==> src/rtl/b06_resp_misr.sv <==
// Response MISR for the b06 core: folds strobed core outputs into a signature over a fixed window.
// Optional rising-edge counter on ackout is built when B06_MISR_EDGECNT_EN is defined.
module b06_resp_misr #(
    parameter int               SIG_W  = 16,
    parameter logic [SIG_W-1:0] POLY   = 16'hD008,
    parameter logic [SIG_W-1:0] SEED   = 16'h0000,
    parameter int               WINDOW = 10,
    localparam int              CNT_W  = $clog2(WINDOW + 1)
) (
    input  logic             clock,
    input  logic             reset,
    input  logic             start,
    input  logic             __obs,
    input  logic [1:0]       cc_mux,
    input  logic [1:0]       uscite,
    input  logic             enable_count,
    input  logic             ackout,
    input  logic [SIG_W-1:0] expected,
    output logic [SIG_W-1:0] signature,
    output logic [CNT_W-1:0] sample_count,
    output logic             busy,
    output logic             done,
    output logic             match,
    output logic [7:0]       ack_edges
);

    typedef enum logic [1:0] {
        IDLE = 2'd0,
        RUN  = 2'd1,
        DONE = 2'd2
    } state_t;

    state_t           state_r, state_s;
    logic [SIG_W-1:0] sig_r, sig_s;
    logic [CNT_W-1:0] count_r, count_s;
    logic [5:0]       in6_s;

    // One Galois MISR step: shift, conditional feedback, fold in the zero-extended input.
    function automatic logic [SIG_W-1:0] misr_step(input logic [SIG_W-1:0] s,
                                                   input logic [5:0]       d);
        logic [SIG_W-1:0] fb;
        fb = s[SIG_W-1] ? POLY : {SIG_W{1'b0}};
        return {s[SIG_W-2:0], 1'b0} ^ fb ^ {{(SIG_W-6){1'b0}}, d};
    endfunction

    assign in6_s = {ackout, enable_count, uscite, cc_mux};

    // Next-state, signature and sample-count logic.
    always_comb begin
        state_s = state_r;
        sig_s   = sig_r;
        count_s = count_r;
        case (state_r)
            IDLE, DONE: begin
                // A start wins over a coincident strobe; that cycle is not sampled.
                if (start) begin
                    state_s = RUN;
                    sig_s   = SEED;
                    count_s = {CNT_W{1'b0}};
                end else begin
                    state_s = state_r;
                end
            end
            RUN: begin
                if (__obs) begin
                    sig_s   = misr_step(sig_r, in6_s);
                    count_s = count_r + {{(CNT_W-1){1'b0}}, 1'b1};
                    if (count_r == CNT_W'(WINDOW - 1)) begin
                        state_s = DONE;
                    end else begin
                        state_s = RUN;
                    end
                end else begin
                    state_s = RUN;
                end
            end
            default: begin
                state_s = IDLE;
                sig_s   = SEED;
                count_s = {CNT_W{1'b0}};
            end
        endcase
    end

    // State, signature and count registers.
    always_ff @(posedge clock) begin
        if (reset) begin
            state_r <= IDLE;
            sig_r   <= SEED;
            count_r <= {CNT_W{1'b0}};
        end else begin
            state_r <= state_s;
            sig_r   <= sig_s;
            count_r <= count_s;
        end
    end

    assign signature    = sig_r;
    assign sample_count = count_r;
    assign busy         = (state_r == RUN);
    assign done         = (state_r == DONE);
    assign match        = done && (sig_r == expected);

`ifdef B06_MISR_EDGECNT_EN
    logic       ack_q_r;
    logic [7:0] edge_cnt_r;
    logic       enter_run_s;

    assign enter_run_s = (state_r != RUN) && (state_s == RUN);

    // Saturating count of ackout rising edges while running, independent of the strobe.
    always_ff @(posedge clock) begin
        if (reset) begin
            ack_q_r    <= 1'b0;
            edge_cnt_r <= 8'h00;
        end else if (enter_run_s) begin
            ack_q_r    <= 1'b0;
            edge_cnt_r <= 8'h00;
        end else if (state_r == RUN) begin
            ack_q_r <= ackout;
            if (ackout && !ack_q_r && (edge_cnt_r != 8'hFF)) begin
                edge_cnt_r <= edge_cnt_r + 8'd1;
            end else begin
                edge_cnt_r <= edge_cnt_r;
            end
        end else begin
            ack_q_r    <= ack_q_r;
            edge_cnt_r <= edge_cnt_r;
        end
    end

    assign ack_edges = edge_cnt_r;
`else
    assign ack_edges = 8'h00;
`endif

endmodule

==> config.mk <==
export PLATFORM = sky130hd
export DESIGN_NAME = b06_resp_misr
export DESIGN_NICKNAME = d
export VERILOG_FILES = /design/src/rtl/b06_resp_misr.sv
export SDC_FILE = /design/constraint.sdc
export NUM_CORES = 1
export LEC_CHECK = 0
export CAP_MARGIN = 40
export CORE_MARGIN = 8
export CORE_UTILIZATION = 40
export CTS_BUF_LIST = sky130_fd_sc_hd__clkbuf_4 sky130_fd_sc_hd__clkbuf_8 sky130_fd_sc_hd__clkbuf_16
export CTS_CLUSTER_DIAMETER = 40
export DETAILED_ROUTE_END_ITERATION = 7
export PLACE_DENSITY = 0.81
export SETUP_SLACK_MARGIN = 0.1
export SLEW_MARGIN = 10
export SYNTH_ARGS = -nofsm -noshare
export SYNTH_HDL_FRONTEND = slang
export SYNTH_SLANG_ARGS = --single-unit
==> constraint.sdc <==
create_clock -name clock -period 1.8 [get_ports clock]
set_input_delay 0.27 -clock clock [delete_from_list [all_inputs] [get_ports clock]]
set_output_delay 0.27 -clock clock [all_outputs]
set_load 0.05 [all_outputs]
==> results of run 1 <==
## where the power goes
group / total (mW) / internal, mW / switching [mW]
Sequential: 0.495 / 0.484 / 0.0107
Combinational: 0.255 / 0.110 / 0.145
Clock: 0.278 / 0.123 / 0.154
Total: 1.03 / 0.717 / 0.310
## routing by layer
metal  global-route usage (%)  wire, um  vias up
met5                        0         0        -
met4                    3.401        27        0
met3                    3.905       250        4
met2                    24.39      1985       42
met1                    12.84      1265      528
li1                         -         -      542
## flip-flops by register name (all words and copies together) (netlist names)
name,cells
signature,16
sample_count,4
state_r,2
## layout by cell type, fill, tap and decap left out, drive strengths merged, types with 2 or more instances in the layout
cell	count
clkdlybuf4s50	14
and3	2
conb	8
inv	2
a21oi	4
clkbuf	4
dlymetal6s2s	5
ha	2
a22oi	14
nand4	5
nand2	3
dfxtp	22
and2b	2
buf	29
xnor2	18
nor2	21
xor2	9
nand3	4
dlygate4sd2	8
## through the flow
stage               hold slack (ns)  cell area (sq um)  setup WS [ns]
CTS                          0.4971               1804        -0.1217
detailed placement           0.4790               1699        -0.1774
floorplan                    0.4182               1287         0.1177
global route                 0.5915               1909        -0.1436
global placement             0.4693               1699        -0.1695
finish                       0.5647               1909       -0.08831
## final timing paths
path / end / cells after the start
max: match / 6
min: signature[8] / 2
max reg2reg: signature[13] / 5
min reg2reg: signature[8] / 2
## cells by family after synthesis
group | count (synthesis) | share of synthesized area [%]
fa+ha+maj | 2 | 2.022
buf+inv | 17 | 9.403
mux | 1 | 0.8089
other cells | 1 | 0.3030
compound gates | 19 | 12.34
xor+xnor | 27 | 19.11
flops | 22 | 35.59
simple gates | 44 | 20.43
## timing repair
item                                    4_1_cts  5_1_grt
hold endpoints to repair                      0        0
endpoints found under the setup margin        3        1
pin swaps                                     9       10
buffers inserted                              3        3
resized for setup                            19       18
## worst max-delay path: stages
cell             delay (ns)
clkdlybuf4s50_1        0.51
xnor2_2                0.13
nand3_2                0.11
nor4_2                 0.23
and3_4                 0.23
buf_12                 0.13
## area by class of cell
| class | count | area (sq um) |
|---|---|---|
| sequential | 22 | 479.2 |
| timing repair buffer | 56 | 528.0 |
| tap | 33 | 41.29 |
| clock buffer | 4 | 36.28 |
| multi-input combinational | 101 | 817.0 |
| fill | 268 | 1094 |
| inverter | 2 | 7.507 |
==> summary.txt, run 1 <==
Timing
  • Setup slack after layout: -0.08831 ns
  • Pins Over Slew Limit: 0
  • Period utilization: 104.9%
  • Period minus WS final: 1.888 ns
  • Layout Skew: 0.005342 ns
  • Final Hold Vio Count: 0
  • Setup Viol. Count Final: 1
  • Fmax: 0.5296 GHz
  • TNS Setup: -0.08831 ns
  • RSZ-0062 raised after global routing: yes

Floorplanning
  • Die area: 5129 sq um
  • Die Y: 71.62 um
  • Std-Cell Rows: 20
  • Core footprint: 3003 sq um
  • IO Pins: 57
  • Starting Density: 41.21%
  • Die extent in x: 71.62 um

Worst setup path
  • Req. time, crit path: 1.53 ns
  • CP Launch Point: expected[9]
  • R2R Setup Slk: 0.29 ns
  • Data arrival, critical path: 1.62 ns
  • CP Launch Type: input pin
  • Worst r2r src: state_r[0]
  • CP Class: input pin to output port
  • Critical Path End Type: output port
  • Worst Path Max Fanout: 1

Synthesis
  • Sequential share of the synthesized area: 35.59%
  • Synth Register Bits: 22
  • Post-synth EDFFs: 0
  • Synthesized area per cell: 9.304 sq um
  • Mapped Area: 1237 sq um
  • Cell variety after synth: 30
  • Synth warn: 0
  • Area leader, netlist: dfxtp_1
  • Cells after Synth: 133
  • Asr flop ratio synth: 0%
  • Synth area leaders: dfxtp_1, xnor2_1, a22oi_1
  • Count leader, synth: dfxtp_1
  • Top cell types by occurrence after synthesis: dfxtp_1, nor2_1, xnor2_1
  • Post-synth top flop: dfxtp_1
  • Post-synth top area share: 35.59%

Worst hold path
  • Worst hold start: signature[7]
  • HP Class: register to register

Place
  • DP HPWL: 2.593 mm
  • IO buf count: 48
  • RD Place Congestion: 0.7977
  • Placed Instances: 208

Clock network
  • Clk slew on worst S/H paths: 0.13 ns
  • TritonCTS Sinks: 22
  • Clk_lat worst skew: 0.31 ns
  • CTS Buf Count: 3
  • Root Driver: clkbuf_4
  • H-Tree Depth: 1
  • Hold_buf cts: 0
  • CTS tree: done
  • Maximum clock insertion buffer count: 2

Global routing
  • Pin count of the biggest net entering global routing: 20
  • First-pass GRT wire length: 5.223 mm
  • GRT Overall Usage: 12.75%
  • Vias in the first global route: 1089
  • Gr ovfl total: 0
  • Initial antenna violation count: 0

Drt
  • WL final: 3.529 mm
  • TritonRoute pass-1 iters: 5
  • Vias: 1116
  • DRC Markers: 0
  • Drt wl/cell: 16.19 um
  • Number of nets with antenna violations after routing: 0
  • Initial drt markers: 49
  • Via density: 5.119

Cells and area
  • Non-Filler Instances: 218
  • Final nets: 214
  • Layout area overhead: 54.30%
  • Post-Route Utilization: 63.58%
  • Layout cells sized above 1: 40.54%
  • Diodes inserted: 0

Power
  • Peak supply drop: 332.0 uV
  • PD cells: 538.1 nW/um^2
  • Leak pwr: 0.8427 nW
  • Total Power Consumption: 1.027 mW

Flow run
  • Max-Cap Viols: 0

Outcome
  • Failing checks: setup timing
  • Status: finished with violations
No activity file was read; power rests on OpenSTA's default activity.
==> run 2: changes to the inputs <==
Settings changed: SLEW_MARGIN 10 to 15.
==> results of run 2 <==
Same layout as run 1: the final DEF is identical, and so are final timing and power.
